[src/rtl/div_sequencer_pkg.sv]
// Shared definitions for the DIV/DIVU sequencer.
//   div_state_t  : FSM encodings (DIV_IDLE / DIV_RUN / DIV_DONE)
//   DIV_ZERO_LO  : quotient reported when the divisor is zero
//   FUNCT_DIV/U  : EX funct codes; FUNCT_DIV selects signed division
package div_sequencer_pkg;

   localparam int DATA_W  = 32;
   localparam int FUNCT_W = 6;

   localparam logic [FUNCT_W-1:0] FUNCT_DIV  = 6'b011010;
   localparam logic [FUNCT_W-1:0] FUNCT_DIVU = 6'b011011;

   localparam logic [DATA_W-1:0] DIV_ZERO_LO = 32'hFFFF_FFFF;

   typedef enum logic [1:0] {
      DIV_IDLE = 2'd0,
      DIV_RUN  = 2'd1,
      DIV_DONE = 2'd2
   } div_state_t;

endpackage

[src/rtl/div_sequencer_if.sv]
// EX-stage <-> divide sequencer handshake.
//   master : EX side, drives start/funct/operands/annul, sees results
//   slave  : sequencer side
//   start, funct, operand_1 (dividend), operand_2 (divisor), annul
//   stall_req, done, hi (remainder), lo (quotient), div_zero
interface div_sequencer_if
   import div_sequencer_pkg::*;
#(
   parameter int WIDTH = 32
);
   logic               start;
   logic [FUNCT_W-1:0] funct;
   logic [WIDTH-1:0]   operand_1;
   logic [WIDTH-1:0]   operand_2;
   logic               annul;
   logic               stall_req;
   logic               done;
   logic [WIDTH-1:0]   hi;
   logic [WIDTH-1:0]   lo;
   logic               div_zero;

   modport master (
      output start, funct, operand_1, operand_2, annul,
      input  stall_req, done, hi, lo, div_zero
   );

   modport slave (
      input  start, funct, operand_1, operand_2, annul,
      output stall_req, done, hi, lo, div_zero
   );
endinterface

[src/rtl/div_sequencer_step.sv]
// One restoring-division step (combinational).
//   rem      : partial remainder, always < dvs
//   dvd_msb  : next dividend bit shifted into the remainder
//   dvs      : divisor magnitude
//   next_rem : remainder after the conditional subtract
//   q_bit    : quotient bit produced by this step
module div_step #(
   parameter int WIDTH = 32
) (
   input  logic [WIDTH-1:0] rem,
   input  logic             dvd_msb,
   input  logic [WIDTH-1:0] dvs,
   output logic [WIDTH-1:0] next_rem,
   output logic             q_bit
);
   logic [WIDTH:0]   shifted;
   logic [WIDTH-1:0] diff;

   // The shifted remainder can reach WIDTH+1 bits, so compare at full width.
   // When it is >= dvs the true difference is < dvs, so the low WIDTH bits
   // of the subtraction are exact.
   assign shifted  = {rem, dvd_msb};
   assign q_bit    = (shifted >= {1'b0, dvs});
   assign diff     = shifted[WIDTH-1:0] - dvs;
   assign next_rem = q_bit ? diff : shifted[WIDTH-1:0];
endmodule

[src/rtl/div_sequencer.sv]
// Multi-cycle DIV/DIVU controller for the EX stage (restoring division,
// one quotient bit per cycle). Stalls IF..EX until hi/lo are ready.
//   clk, rst : clock, asynchronous active-high reset
//   bus      : div_sequencer_if slave (start/funct/operands/annul in,
//              stall_req/done/hi/lo/div_zero out)
module div_sequencer
   import div_sequencer_pkg::*;
#(
   parameter int WIDTH = 32,
   parameter int CNT_W = 5
) (
   input  logic            clk,
   input  logic            rst,
   div_sequencer_if.slave  bus
);
   div_state_t       state;
   logic [CNT_W-1:0] count;
   logic [WIDTH-1:0] dvd;     // dividend magnitude, shifted out MSB first
   logic [WIDTH-1:0] dvs;     // divisor magnitude
   logic [WIDTH-1:0] rem;
   logic [WIDTH-1:0] quo;
   logic             neg_q;
   logic             neg_r;
   logic [WIDTH-1:0] hi_q, lo_q;
   logic             div_zero_q;

   logic             is_signed;
   logic             accept;
   logic [WIDTH-1:0] mag_1, mag_2;
   logic [WIDTH-1:0] next_rem;
   logic             q_bit;
   logic [WIDTH-1:0] q_final;

   assign is_signed = (bus.funct == FUNCT_DIV);
   assign accept    = (state == DIV_IDLE) && bus.start && !bus.annul;

   // Magnitudes are only taken for signed division; 0x8000_0000 maps to itself,
   // which is the correct unsigned magnitude.
   assign mag_1 = (is_signed && bus.operand_1[WIDTH-1]) ? ~bus.operand_1 + 1'b1 : bus.operand_1;
   assign mag_2 = (is_signed && bus.operand_2[WIDTH-1]) ? ~bus.operand_2 + 1'b1 : bus.operand_2;

   div_step #(.WIDTH(WIDTH)) u_step (
      .rem      (rem),
      .dvd_msb  (dvd[WIDTH-1]),
      .dvs      (dvs),
      .next_rem (next_rem),
      .q_bit    (q_bit)
   );

   assign q_final = {quo[WIDTH-2:0], q_bit};

   always_ff @(posedge clk or posedge rst) begin
      if (rst) begin
         state      <= DIV_IDLE;
         count      <= '0;
         dvd        <= '0;
         dvs        <= '0;
         rem        <= '0;
         quo        <= '0;
         neg_q      <= 1'b0;
         neg_r      <= 1'b0;
         hi_q       <= '0;
         lo_q       <= '0;
         div_zero_q <= 1'b0;
      end else begin
         case (state)
            DIV_IDLE: begin
               if (accept) begin
                  if (bus.operand_2 == '0) begin
                     hi_q       <= bus.operand_1;
                     lo_q       <= DIV_ZERO_LO;
                     div_zero_q <= 1'b1;
                     state      <= DIV_DONE;
                  end else begin
                     dvd        <= mag_1;
                     dvs        <= mag_2;
                     neg_q      <= is_signed && (bus.operand_1[WIDTH-1] ^ bus.operand_2[WIDTH-1]);
                     neg_r      <= is_signed && bus.operand_1[WIDTH-1];
                     count      <= '0;
                     rem        <= '0;
                     quo        <= '0;
                     div_zero_q <= 1'b0;
                     state      <= DIV_RUN;
                  end
               end
            end
            DIV_RUN: begin
               if (bus.annul) begin
                  state <= DIV_IDLE;
               end else begin
                  rem   <= next_rem;
                  dvd   <= {dvd[WIDTH-2:0], 1'b0};
                  quo   <= q_final;
                  count <= count + 1'b1;
                  // Last step: fold the sign fix into the result registers.
                  if (count == CNT_W'(WIDTH - 1)) begin
                     lo_q  <= neg_q ? ~q_final + 1'b1 : q_final;
                     hi_q  <= neg_r ? ~next_rem + 1'b1 : next_rem;
                     state <= DIV_DONE;
                  end
               end
            end
            DIV_DONE: state <= DIV_IDLE;
            default:  state <= DIV_IDLE;
         endcase
      end
   end

   assign bus.stall_req = accept || (state == DIV_RUN);
   assign bus.done      = (state == DIV_DONE);
   assign bus.hi        = hi_q;
   assign bus.lo        = lo_q;
   assign bus.div_zero  = div_zero_q;
endmodule
[src/flat_wrapper.sv]
// flat-port wrapper written by rule: the top's interface ports become plain ports
module div_sequencer_flat import div_sequencer_pkg::*;
#(
   parameter int WIDTH = 32,
   parameter int CNT_W = 5
)
  (clk, rst, bus_start, bus_funct, bus_operand_1, bus_operand_2, bus_annul, bus_stall_req, bus_done, bus_hi, bus_lo, bus_div_zero);
  div_sequencer_if #(.WIDTH(WIDTH)) bus_i ();
  input  logic clk;
  input  logic rst;
  input wire logic [$bits(bus_i.start)-1:0] bus_start;
  input wire logic [$bits(bus_i.funct)-1:0] bus_funct;
  input wire logic [$bits(bus_i.operand_1)-1:0] bus_operand_1;
  input wire logic [$bits(bus_i.operand_2)-1:0] bus_operand_2;
  input wire logic [$bits(bus_i.annul)-1:0] bus_annul;
  output wire logic [$bits(bus_i.stall_req)-1:0] bus_stall_req;
  output wire logic [$bits(bus_i.done)-1:0] bus_done;
  output wire logic [$bits(bus_i.hi)-1:0] bus_hi;
  output wire logic [$bits(bus_i.lo)-1:0] bus_lo;
  output wire logic [$bits(bus_i.div_zero)-1:0] bus_div_zero;
  assign bus_i.start = bus_start;
  assign bus_i.funct = bus_funct;
  assign bus_i.operand_1 = bus_operand_1;
  assign bus_i.operand_2 = bus_operand_2;
  assign bus_i.annul = bus_annul;
  assign bus_stall_req = bus_i.stall_req;
  assign bus_done = bus_i.done;
  assign bus_hi = bus_i.hi;
  assign bus_lo = bus_i.lo;
  assign bus_div_zero = bus_i.div_zero;
  div_sequencer #(.WIDTH(WIDTH), .CNT_W(CNT_W)) u_core (.clk(clk), .rst(rst), .bus(bus_i));
endmodule
[config.mk]
export PLATFORM = sky130hd
export DESIGN_NAME = div_sequencer_flat
export DESIGN_NICKNAME = d
export VERILOG_FILES = /design/src/rtl/div_sequencer_pkg.sv /design/src/rtl/div_sequencer_if.sv /design/src/rtl/div_sequencer_step.sv /design/src/rtl/div_sequencer.sv /design/src/flat_wrapper.sv
export SDC_FILE = /design/constraint.sdc
export NUM_CORES = 1
export LEC_CHECK = 0
export CORE_UTILIZATION = 45
export DETAILED_ROUTE_END_ITERATION = 8
export GPL_TIMING_DRIVEN = 0
export PLACE_DENSITY = 0.68
export SLEW_MARGIN = 5
export SYNTH_ARGS = -nofsm -noshare
export SYNTH_HDL_FRONTEND = slang
export SYNTH_HIERARCHICAL = 1
export SYNTH_SLANG_ARGS = --single-unit
[constraint.sdc]
create_clock -name clk -period 9.05 [get_ports clk]
set_clock_uncertainty 0.2 [all_clocks]
set_input_delay 1.81 -clock clk [delete_from_list [all_inputs] [get_ports clk]]
set_output_delay 1.81 -clock clk [all_outputs]
set_load 0.02 [all_outputs]
After elaboration in Yosys (flattened, before gate mapping) --
Index checks and enable logic that the tools add are counted.
Cells by class: $add $sub $neg 6, multiply operators 0, div/mod/pow operators 0, $lt $le $gt $ge 1, equal/unequal tests 10, shifts and indexed selects 0, multiplexer cells 35, bitwise logic cells 6, reduce and logical (&&, ||, !) cells 15
Operators by type and width (number):
- $mux 32 | 19
- $pmux 32 s2 | 4
- $add 32x1->32 const B | 4
- $not 32->32 | 4
- $pmux 31 s2 | 1
- $ge 33x32->1 | 1
- $logic_not 32->1 | 1
- $sub 32x32->32 | 1
- $mux 31 | 1
- $mux 5 | 3
- $pmux 5 s2 | 1
- $mux 2 | 4
- $eq 6x5->1 const B | 1
- $ne 2x2->1 const B | 3
- $add 5x1->5 const B | 1
- $eq 5x5->1 const B | 1
- $logic_and 1x1->1 | 5
- $reduce_and 5->1 | 1
- $ne 2x1->1 const B | 2
- $pmux 2 s2 | 1
- $reduce_and 2->1 | 2
- $reduce_and 4->1 | 1
- $ne 3x2->1 const B | 1
- $reduce_and 3->1 | 1
- other kinds (9) | 9
Storage, ports and cells: bits in registers 201, latch bits 0, memory bits (writable) 0, memory bits (read-only) 0, input bits 74, output and inout port bits 67, logic and storage cells 84, memories kept 0

Depth between registers and ports, before layout --
Gate-level depths: netlist of run 1.
depth after elaboration 8, depth in mapped cells 20, mapped depth without buffers 18

Cells and area by module --
Netlist of run 1, hierarchy kept.
Modules (own cells, without submodules):
- div_sequencer | instances 1, cells each 1292, area each 11024.3 um2, seq. area each 5029.8 um2
- div_step | instances 1, cells each 392, area each 2498.6 um2, seq. area each 0.0 um2

Least setup slack after synthesis of run 1 --
No wires, ideal clock.
kind input-to-output, start point input bus_annul, end point output bus_stall_req, arrival time 2.299 ns, data required time 7.040 ns, path slack 4.741 ns, stages on the path 2, path through nand2b_1 a21oi_1
Between the ends: word-level cells in the longest chain between the ends 3
Ends and longest elaborated chain:
- start: declaration | RTL line flat_wrapper.sv:15 | input wire logic [$bits(bus_i.annul)-1:0] bus_annul;
- $logic_not 1->1 | RTL line div_sequencer.sv:35 | assign accept = (state == DIV_IDLE) && bus.start && !bus.annul;
- $logic_and 1x1->1 | RTL line div_sequencer.sv:35
- $logic_or 1x1->1 | RTL line div_sequencer.sv:109 | assign bus.stall_req = accept || (state == DIV_RUN);
- end: declaration | RTL line flat_wrapper.sv:16 | output wire logic [$bits(bus_i.stall_req)-1:0] bus_stall_req;
No other way between the ends.

Worst setup path after layout of run 1 --
start point register u_core.dvs[20], end point register u_core.hi_q[24], in the netlist u_core/bus.hi[24]
Between the ends: word-level cells in the longest chain between the ends 8, elaborated cells between the ends (all ways) 9, classes of those cells add/sub: 2; order compare: 1; mux: 5; bitwise: 1
Ends and longest elaborated chain:
- start: declaration | RTL line div_sequencer.sv:19 | logic [WIDTH-1:0] dvs;
- start signal: assignment | RTL line div_sequencer.sv:76 | dvs <= mag_2;
- $ge 33x32->1 | RTL line div_sequencer_step.sv:23 | assign q_bit = (shifted >= {1'b0, dvs});
- $mux 32 | RTL line div_sequencer_step.sv:25 | assign next_rem = q_bit ? diff : shifted[WIDTH-1:0];
- via u_core.next_rem[13] | RTL line div_sequencer.sv:30 | logic [WIDTH-1:0] next_rem;
- $not 32->32 | RTL line div_sequencer.sv:98 | hi_q <= neg_r ? ~next_rem + 1'b1 : next_rem;
- $add 32x1->32 | RTL line div_sequencer.sv:98
- $mux 32 | RTL line div_sequencer.sv:98
- $mux 32 | RTL line div_sequencer.sv:96 | if (count == CNT_W'(WIDTH - 1)) begin
- $mux 32 | RTL line div_sequencer.sv:88 | if (bus.annul) begin
- $pmux 32 s2 | RTL line div_sequencer.sv:66 | case (state)
- end signal: assignment | RTL line div_sequencer.sv:70 | hi_q <= bus.operand_1;
- end signal: assignment | RTL line div_sequencer.sv:98
- end: declaration | RTL line div_sequencer.sv:24 | logic [WIDTH-1:0] hi_q, lo_q;
The timed path passes the listed nets, and every way through them passes these cells. The select of a mux whose other input is x is not followed. A chain may end at the register's enable or synchronous reset.

==> flow_summary.yaml, run 1 <==
final_layout:
  fin_nets: 1964
  count_of_fill_cells_added_during_filler_insertion: 2888
  fin_cells: 2258
  synthToLayoutAreaGrowth_pct: 20.3
  layout-drive-gt1-share: 0.0653
yosys:
  synth-compound-area-share: 0.217
  ys_ff_latch: 201
  synthArstFlopShare: 1.00
  synth_xor_xnor_area_share: 0.0810
  netlist.top_cell.by_area: "dfrtp_1"
  synth_edf_count: 0
  synth_top_cell_area_share: 0.372
  synthAdderAreaFrac: 0.0366
  synth_area_sq_mm: 0.0135
  synth_mux_area_frac: 0.0242
  synth_top_family_by_area: "compound AO/OA/AOI/OAI gates"
  synth_top_flop_cell: "dfrtp_1"
  syn_nets: 1797
  top_cells_by_area_synth: "dfrtp_1 (37%), nand2_1 (8.7%), o21ai_0 (4.7%)"
  yosysUniqueCellTypes: 83
  syn_inst: 1684
  synth-warning-count: 6
  synth_area_per_cell_sq_um: 8.03
  yosys.area_share.simple: 0.216
  synth.yosys.seq_area_share: 0.372
sta:
  hold_viol_final: 0
  period_minus_slack_ps: 5410
  worst_slew_pin_slew_ps: 1240
  finalSetupViolations: 0
  total_negative_setup_slack_ps: 0
  fin_crit_sh: 0.597
  grt_setup_unrepaired: "no"
  timing.fmax_mhz: 185
  timing.final.ws_setup_ps: 3640
  finalMaxSlewViolations: 0
  slew_headroom: 0.164
power:
  power_per_cell_area_mw_per_mm2: 311
  share_comb_of_total_power: 0.571
  net-switching-power_uw: 2430
  power.leakage_uw: 0.00706
  power.share.sequential: 0.232
  power_switching_share: 0.480
  clk_network_pwr_share: 0.197
  p_int_uw: 2630
  worst_ir_drop_vdd_mv: 0.326
floorplan:
  die_span_x_microns: 175
  core_sq_mm: 0.0296
  pin_count: 141
  design.die.area_sq_mm: 0.0307
  effective_utilization_at_floorplan: 0.456
  row_count: 63
  die_h_microns: 175
detailed_routing:
  postRouteAntennaNets: 0
  drt-pass1-iter-count: 7
  routed_via_density: 5.78
  postRouteWirelength_microns: 44400
  detailedRoute.firstIterationViolations: 1187
  wl_per_cell_microns: 19.7
  detail_route.drc_violations: 0
  vias: 13057
place:
  gpl.final_weighted_congestion: 0.938
  placedCellCount: 2215
  place.detailed.hpwl_microns: 34000
  post-place-ws_ps: 3650
  placement.io_buffers: 140
cts:
  cts_htree_levels: 1
  cts_tree: "yes"
  postCtsSetupBuffers: 0
  cts.path.max_buffers: 3
  clkTransAtPathRegs_ps: 60
  cts_made_buffers: 24
  clk_root_buffer_cell: "clkbuf_16"
  worst_skew_pair_later_pin_latency_ps: 530
  cts_hold_buf: 0
  cts_resized: 0
  clock_sink_count: 201
hold_path:
  hold_path.class: "reg -> reg"
critical_path:
  cp.arrival_ps: 5600
  critPathRequiredTime_ps: 9240
  element_type_at_the_critical_path_start: "flop"
  critical_path.cell_chain: "inv_1 -> ha_1 -> buf_2 -> a21o_1 -> o21bai_1 -> nor4_1 -> o211a_1 -> nor2_1 -> a21boi_4 -> buf_2 -> o21ai_1 -> nor4_1 -> nand2_1 -> nor3_1 -> nor3_1 -> a2111oi_0 -> nor2_1"
  critPathMaxStageDelay_ps: 650
  crit_buf_inv: 3
  worstPathMaxFanout: 10
  crit_slowest_cell: "nor3_1"
  critPathCaptureType: "flop"
  timing_worst_setup_path_type: "reg -> reg"
  cpLargestDelayFamily: "simple AND/OR/NAND/NOR gates"
global_route:
  grt_pass1_wl_microns: 70300
  grt_pass1_vias: 12788
  grt_overflow: 0
  maximum_number_of_pins_on_one_net_before_global_route_repair: 105
  initial_antenna_violation_count: 0
  track_usage: 0.290
flow_run:
  maxCapViolCount: 0
run_status:
  status: "finished, final reports clean"
logic make-up (layout without fill, tap and decap cells):
logic type                 after synthesis  in the layout
DFF                                    201            201
and+or+nand+nor                        639            639
other                                    0              1
adders and majority gates               39             39
xor gates and xnor gates               125            125
buffers and inverters                  163            346
AOI/OAI and AO/OA                      485            485
muxes                                   32             32
worst reg2reg max path, cell delays in order (launching register included):
cell and delay, ps:
dfrtp_1 380, inv_1 100, ha_1 230, buf_2 180, a21o_1 240, o21bai_1 210
nor4_1 240, o211a_1 250, nor2_1 120, a21boi_4 400, buf_2 300, o21ai_1 260
nor4_1 610, nand2_1 290, nor3_1 650, nor3_1 90, a2111oi_0 440, nor2_1 80
final timing paths:
| kind | from | to | slack, ps | cells after the start |
|---|---|---|---|---|
| worst min-delay path | u_core/bus.hi[12] | u_core/bus.hi[12] | 280 | 1 |
| worst max-delay path | u_core/dvs[20] | u_core/bus.hi[24] | 3640 | 17 |
| worst max register to register | u_core/dvs[20] | u_core/bus.hi[24] | 3640 | 17 |
| worst min register to register | u_core/bus.hi[12] | u_core/bus.hi[12] | 280 | 1 |
| min in group asynchronous | rst | u_core/bus.lo[26] | 1610 | 2 |
| max in group asynchronous | rst | u_core/dvd[22] | 6060 | 3 |
cell usage in the layout, fill, tap and decap left out, types with 5 or more instances in the layout:
master | Yosys | final
xnor2_1 | 58 | 58
buf_4 | 6 | 6
nor2b_1 | 13 | 13
or3_1 | 9 | 9
a21boi_0 | 8 | 8
nand2_1 | 312 | 312
dfrtp_1 | 201 | 201
nand4_1 | 20 | 20
mux2i_1 | 26 | 26
or4_1 | 13 | 13
o21ai_0 | 126 | 126
clkbuf_1 | 52 | 58
inv_1 | 62 | 61
nor2_1 | 129 | 129
xor2_1 | 67 | 67
a211oi_1 | 5 | 5
o41ai_1 | 12 | 12
mux2_2 | 6 | 6
o31ai_1 | 41 | 41
nor3_1 | 42 | 42
o21a_1 | 6 | 6
a21oi_1 | 97 | 97
nand3_1 | 24 | 24
clkbuf_8 | 1 | 7
clkbuf_16 | 0 | 25
and3_1 | 13 | 13
a31oi_1 | 21 | 21
nand2b_1 | 10 | 10
buf_1 | 6 | 6
o21bai_1 | 5 | 5
clkdlybuf4s50_1 | 0 | 140
a21o_1 | 20 | 20
buf_2 | 31 | 31
nor4_1 | 16 | 16
ha_1 | 38 | 38
or2_2 | 8 | 8
and2_1 | 5 | 5
o21ai_1 | 105 | 105
metal layers:
layer | global-route usage | up-vias | share of wire
met3 | 0.0381 | 75 | 0.059
met4 | 0.0862 | 0 | 0.028
met2 | 0.490 | 446 | 0.47
li1 | - | 6231 | -
met1 | 0.387 | 6305 | 0.44
met5 | 0 | - | 0
final cells by class:
class	instances	area, sq um	share of cell area
clock inverters	5	81.3	0.00500
well taps	390	488	0.0300
repair buffers	141	1430	0.0879
multi-input cells	1320	7780	0.478
diodes	1	2.50	0.000154
clock buffers	37	731	0.0449
flip-flops and latches	201	5030	0.309
plain buffers	100	477	0.0293
inverters	63	244	0.0150
power groups by stage:
stage | Combinational [uW] | Sequential [uW] | Clock, uW
finish | 2890 | 1170 | 999
global route | 3160 | 1190 | 1050
CTS | 2820 | 1170 | 1010
detailed placement | 2800 | 1190 | 0
global placement | 2770 | 1180 | 0
floorplan | 2060 | 1140 | 0
cell usage after synthesis (12+ instances only):
library cell and instances:
o41ai_1 12, ha_1 38, clkbuf_1 52, o21ai_1 105, a31oi_1 21, nor4_1 16
inv_1 62, nand2_1 312, dfrtp_1 201, nor2_1 129, o21ai_0 126, nand3_1 24
xnor2_1 58, a21oi_1 97, nor3_1 42, a21o_1 20, and3_1 13, buf_2 31
or4_1 13, nor2b_1 13, xor2_1 67, nand4_1 20, o31ai_1 41, mux2i_1 26
flip-flops by register name, indices dropped and copies added, names as in the netlist:
name                 cells
u_core/bus.div_zero      1
u_core/rem              32
u_core/quo              31
u_core/neg_q             1
u_core/state             2
u_core/dvs              32
u_core/dvd              32
u_core/bus.hi           32
u_core/bus.lo           32
u_core/count             5
u_core/neg_r             1
stage by stage:
step,hold slack [ps],power [uW],util,instance area [sq um]
after floorplan,248,3210,-,13500
after global placement,262,3950,0.520,15400
after detailed placement,270,3990,0.521,15400
after CTS,284,5010,0.549,16300
after global routing,311,5400,0.549,16300
final,280,5060,0.549,16300
Power figures use the tool's default switching activity.
==> run 2, diff against run 1 <==
--- a/config.mk
+++ b/config.mk
@@ -8,7 +8,7 @@
 export CORE_UTILIZATION = 45
 export DETAILED_ROUTE_END_ITERATION = 8
 export GPL_TIMING_DRIVEN = 0
-export PLACE_DENSITY = 0.68
+export PLACE_DENSITY = 0.7
 export SLEW_MARGIN = 5
 export SYNTH_ARGS = -nofsm -noshare
 export SYNTH_HDL_FRONTEND = slang
==> constraint.sdc (replaced) <==
create_clock -name clk -period 4.4 [get_ports clk]
set_clock_uncertainty 0.2 [all_clocks]
set_input_delay 0.88 -clock clk [delete_from_list [all_inputs] [get_ports clk]]
set_output_delay 0.88 -clock clk [all_outputs]
set_load 0.02 [all_outputs]
==> run 2 against run 1 <==
The run now ends with setup timing left. Largest cell class unchanged. Flip-flop and latch count did not move. Final area increased by 5.9%. Combinational power rose to 2.7 times the previous value. Routed wire length is 1.6% higher. Worst setup slack worse by 3700 ps. Global-route usage about the same. Worst hold slack better by 2.8 ps. Sequential power up 110%. Critical path type unchanged. Critical path depth is the same. Critical endpoint is now u_core/bus.hi[31]. Sequential share of layout area down 1.7 points. Maximum frequency rose by 21%. Die area stayed put.
==> flow_summary.yaml, run 2 (same netlist as run 1, synthesis figures left out) <==
cts:
  clk_root_buffer_cell: "clkbuf_16"
  clkTransAtPathRegs_ps: 60
  cts_tree: "yes"
  worst_skew_pair_later_pin_latency_ps: 530
  cts_hold_buf: 0
  clock_sink_count: 201
  cts_made_buffers: 24
  cts_htree_levels: 1
  cts.path.max_buffers: 3
detailed_routing:
  vias: 13435
  drt-pass1-iter-count: 7
  detailedRoute.firstIterationViolations: 1317
  wl_per_cell_microns: 19.6
  detail_route.drc_violations: 0
  routed_via_density: 5.84
  postRouteAntennaNets: 0
  postRouteWirelength_microns: 45100
floorplan:
  die_span_x_microns: 175
  design.die.area_sq_mm: 0.0307
  die_h_microns: 175
  core_sq_mm: 0.0296
  pin_count: 141
  effective_utilization_at_floorplan: 0.456
  row_count: 63
final_layout:
  layout-drive-gt1-share: 0.132
  layout.cells.most_common: "nand2_1"
  synthToLayoutAreaGrowth_pct: 27.4
  mostFrequentLayoutCells: "nand2_1 (309), dfrtp_1 (198), clkdlybuf4s50_1 (140), nor2_1 (128), o21ai_0 (118)"
  fin_nets: 2006
place:
  gpl.final_weighted_congestion: 0.960
  placement.io_buffers: 140
  place.detailed.hpwl_microns: 34100
  post-place-ws_ps: -842
flow_run:
  maxCapViolCount: 0
critical_path:
  cp.arrival_ps: 4730
  crit_buf_inv: 3
  critPathMaxStageDelay_ps: 530
  timing_worst_setup_path_type: "reg -> reg"
  reg2regPathDepth: 17
  r2r-start: "u_core/rem[25]"
  element_type_at_the_critical_path_start: "flop"
  critical_path.cell_chain: "ha_1 -> buf_6 -> a21oi_4 -> nor2_1 -> a211oi_2 -> a21oi_4 -> a2111oi_4 -> a21boi_4 -> buf_6 -> buf_8 -> o21ai_2 -> or4_4 -> or4_4 -> o41ai_4 -> xnor2_1 -> nor2_1 -> o21ai_1"
  setup.reg_to_reg.worst_slack_ps: -80
  cpLargestDelayFamily: "compound AO/OA/AOI/OAI gates"
  crit_slowest_cell: "or4_4"
  rr_endpoint: "u_core/bus.hi[31]"
  crit_start: "u_core/rem[25]"
  critPathRequiredTime_ps: 4660
  critPathCaptureType: "flop"
  worstPathMaxFanout: 10
global_route:
  maximum_number_of_pins_on_one_net_before_global_route_repair: 41
  grt_pass1_wl_microns: 70500
  initial_antenna_violation_count: 0
  grt_pass1_vias: 12987
  track_usage: 0.290
  grt_overflow: 0
power:
  power_per_cell_area_mw_per_mm2: 717
  power.leakage_uw: 0.00740
  p_total_uw: 12400
  worst_ir_drop_vdd_mv: 0.683
sta:
  worst_slew_pin_slew_ps: 1080
  hold_viol_final: 0
  period_minus_slack_ps: 4480
  fin_crit_sh: 1.02
  slew_headroom: 0.273
  finalMaxSlewViolations: 0
  finalSetupViolations: 5
  timing.final.ws_setup_ps: -77.2
  grt_setup_unrepaired: "yes"
  timing.fmax_mhz: 223
hold_path:
  worst_hold_path.num_cells: 2
  min_delay_worst_endpoint: "u_core/dvs[19]"
  hp-start: "u_core/dvs[19]"
  hold_path.class: "reg -> reg"
run_status:
  status: "finished, violations left"
  violations: "setup timing"
==> run 2: cell types whose count changed in the layout (fill, tap and decap cells not counted), sizes merged <==
cell | previous run | this run
clkbuf | 90 | 85
inv | 64 | 63
bufinv | 2 | 1
clkinvlp | 1 | 3
buf | 48 | 90
clkinv | 1 | 8
==> run 2: how the worst max path moves through the flow <==
stage,end,slack [ps],cells past startpoint
after CTS,u_core/bus.hi[27],-50,16
after floorplan,u_core/bus.hi[31],200,16
after detailed placement,u_core/bus.hi[24],-840,16
final,u_core/bus.hi[31],-80,17
after global placement,u_core/dvd[21],-870,2
after global routing,u_core/bus.hi[31],-210,17
==> run 2: cell type report <==
class / count / area (sq um)
Multi-Input combinational cell: 1320 / 8330
Clock buffer: 32 / 712
Tap cell: 390 / 488
Antenna cell: 1 / 2.50
Clock inverter: 12 / 97.6
Timing Repair Buffer: 186 / 1820
Sequential cell: 201 / 5030
Fill cell: 2737 / 12400
Inverter: 63 / 240
Buffer: 97 / 500
==> run 2: metrics by stage <==
stage          cell area, sq um  setup TNS [ps]  cells  hold WS [ps]   util
5_1_grt                   17200           -1750   2301           300  0.581
2_1_floorplan             13500               0   1684           248      -
4_1_cts                   16900            -100   2286           284  0.569
3_5_place_dp              15500          -15040   2219           270  0.524
3_3_place_gp              15400         -183500   2214           261  0.520
6_report                  17200            -133   2302           283  0.581
==> run 2: routing by layer <==
layer  global-route usage  share of wire  up-vias
li1                     -              -     6314
met1                0.382           0.42     6460
met2                0.480           0.47      560
met3               0.0446          0.073      101
met4                0.113          0.037        0
met5                    0              0        -
==> run 2: repair_timing <==
action / CTS / global route
resized for setup: 74 / 61
endpoints found under the setup margin: 34 / 28
cloned: 1 / 0
pin swaps: 17 / 23
setup buffers: 24 / 16
==> run 2: tightest hold or removal path: cells and delay by family, from the launching register on <==
family / cells / cell delay [ps]
compound gates: 1 / 60
flops: 1 / 340
simple gates: 1 / 50
==> run 2: power breakdown <==
group | switching, uW | total (uW) | internal (uW) | leakage, uW
Clock | 821 | 2020 | 1200 | 0.000403
Sequential | 276 | 2440 | 2160 | 0.00269
Combinational | 4790 | 7900 | 3110 | 0.00431
Total | 5890 | 12400 | 6460 | 0.00740
==> run 3, diff against run 2 <==
--- a/config.mk
+++ b/config.mk
@@ -5,6 +5,7 @@
 export SDC_FILE = /design/constraint.sdc
 export NUM_CORES = 1
 export LEC_CHECK = 0
+export CORE_ASPECT_RATIO = 1.75
 export CORE_UTILIZATION = 45
 export DETAILED_ROUTE_END_ITERATION = 8
 export GPL_TIMING_DRIVEN = 0
==> run 3 against run 2 <==
Highest routed layer is now met5. Clock-buffer cell count decreased by 5. Sequential share of layout area is 0.93 points lower. Non-clock buffer count increased by 35. Largest power group unchanged. Critical endpoint is now u_core/bus.hi[27]. Combinational power is 19% higher. Clock power decreased by 4%. The run still ends with setup timing left. Via count grew 2.8%. Power up 11%.
==> flow_summary.yaml, run 3 (same netlist as run 1, synthesis figures left out) <==
global_route:
  globalRouteMet2Util: 0.613
  grt.met1_usage: 0.319
  maximum_number_of_pins_on_one_net_before_global_route_repair: 40
  initial_antenna_violation_count: 1
  grt_pass1_vias: 13770
  track_usage: 0.329
  grt.met3_usage: 0.0407
  grt_pass1_wl_microns: 76700
  grt_overflow: 0
  grt_most_used_layer: "met2"
final_layout:
  fin_nets: 2038
  synthToLayoutAreaGrowth_pct: 31.6
  layout.cells.most_common: "nand2_1"
  layout-drive-gt1-share: 0.162
  count_of_antenna_diodes_in_the_layout: 0
  mostFrequentLayoutCells: "nand2_1 (303), dfrtp_1 (198), clkdlybuf4s50_1 (140), nor2_1 (126), o21ai_0 (117)"
  post-route-cell-area_sq_mm: 0.0178
  count_of_fill_cells_added_during_filler_insertion: 2696
detailed_routing:
  detail_route.drc_violations: 0
  routed_via_density: 5.95
  wl_per_cell_microns: 22.2
  vias: 13805
  postRouteAntennaNets: 0
  detailedRoute.firstIterationViolations: 922
  drt-pass1-iter-count: 7
  postRouteWirelength_microns: 51600
place:
  gpl.final_weighted_congestion: 1.00
  place.detailed.hpwl_microns: 38900
  placement.io_buffers: 140
  placement.cell_area_sq_mm: 0.0155
cts:
  cts_htree_levels: 1
  worst_skew_pair_later_pin_latency_ps: 520
  cts_made_buffers: 21
  cts.path.max_buffers: 3
  clk_root_buffer_cell: "clkbuf_16"
  cts_tree: "yes"
  clock_sink_count: 201
  clkTransAtPathRegs_ps: 60
floorplan:
  die_h_microns: 231
  core_sq_mm: 0.0295
  pin_count: 141
  row_count: 83
  effective_utilization_at_floorplan: 0.459
  design.die.area_sq_mm: 0.0308
  die_span_x_microns: 133
power:
  power.leakage_uw: 0.00766
  power_per_cell_area_mw_per_mm2: 774
  worst_ir_drop_vdd_mv: 0.459
  p_total_uw: 13800
critical_path:
  critPathCaptureType: "flop"
  element_type_at_the_critical_path_start: "flop"
  cp.arrival_ps: 4730
  critPathRequiredTime_ps: 4630
  timing_worst_setup_path_type: "reg -> reg"
  worstPathMaxFanout: 5
hold_path:
  hold_path.class: "reg -> reg"
run_status:
  status: "finished, violations left"
  violations: "setup timing"
sta:
  slew_headroom: 0.0710
  period_minus_slack_ps: 4500
  timing.final.ws_setup_ps: -99.9
  hold_viol_final: 0
  total_negative_setup_slack_ps: -504
  grt_setup_unrepaired: "yes"
  finalHoldWorstSlack_ps: 278
  worst_slew_pin_slew_ps: 1380
  finalSetupViolations: 8
  timing.fmax_mhz: 222
  finalMaxSlewViolations: 0
  fin_crit_sh: 1.02
flow_run:
  maxCapViolCount: 0
run 3: cell count changes in the layout (fill, tap and decap cells not counted), moves of 6 or more:
| cell | previous run | this run |
|---|---|---|
| o21ai_1 | 97 | 90 |
| buf_4 | 47 | 78 |
| ha_4 | 8 | 14 |
| o21ai_4 | 3 | 11 |
| buf_12 | 5 | 11 |
| nand2_1 | 309 | 303 |
run 3: worst paths after layout:
kind,start,end,slack (ps),depth (start not counted)
setup / recovery,u_core/dvs[20],u_core/bus.hi[27],-100,18
hold / removal,u_core/dvs[15],u_core/dvs[15],280,2
setup reg to reg,u_core/dvs[20],u_core/bus.hi[27],-100,18
hold reg to reg,u_core/dvs[15],u_core/dvs[15],280,2
max in group asynchronous,rst,u_core/bus.hi[26],2090,6
min in group asynchronous,rst,u_core/bus.lo[28],530,2
run 3: per-layer routing:
metal / up-vias / routed length [microns]
met5: - / 14
met4: 2 / 4380
met3: 196 / 2780
met2: 584 / 27200
met1: 6654 / 17300
li1: 6369 / -
run 3: cell type report:
class / instances / area, sq um / share of cell area
Multi-Input combinational cell: 1320 / 8630 / 0.485
Sequential cell: 201 / 5030 / 0.283
Timing Repair Buffer: 224 / 2150 / 0.121
Clock buffer: 27 / 598 / 0.0336
Buffer: 94 / 520 / 0.0293
Tap cell: 382 / 478 / 0.0269
Inverter: 63 / 240 / 0.0135
Clock inverter: 11 / 141 / 0.00795
run 3: through the flow:
stage / cells / utilization / worst slack [ps]
floorplan: 1684 / - / 197
global placement: 2206 / 0.522 / -1140
detailed placement: 2211 / 0.526 / -1210
CTS: 2273 / 0.571 / -59.7
global route: 2322 / 0.603 / -276
finish: 2322 / 0.603 / -99.9
run 3: critical path, cell delays in order (launching register included):
cell and delay (ps):
dfrtp_1 390, inv_2 80, ha_4 200, buf_6 120
a21o_1 200, o21bai_4 200, nor4_4 260, o211a_4 220
nor2_4 60, a21boi_4 390, buf_12 180, buf_12 120
o21ai_4 60, or3_4 410, nand3b_1 270, buf_4 250
o31ai_2 300, mux2_2 370, o21ai_1 120
run 3: report_power, final:
part           switching [uW]  internal (uW)
combinational            5520           3870
sequential                271           2160
clock                     802           1140
run 3: what timing repair did:
action	CTS	global route
endpoints found under the setup margin	39	26
pin swaps	20	45
cloned	0	2
buffers inserted	25	53
resized for setup	81	125
hold buffers	0	0
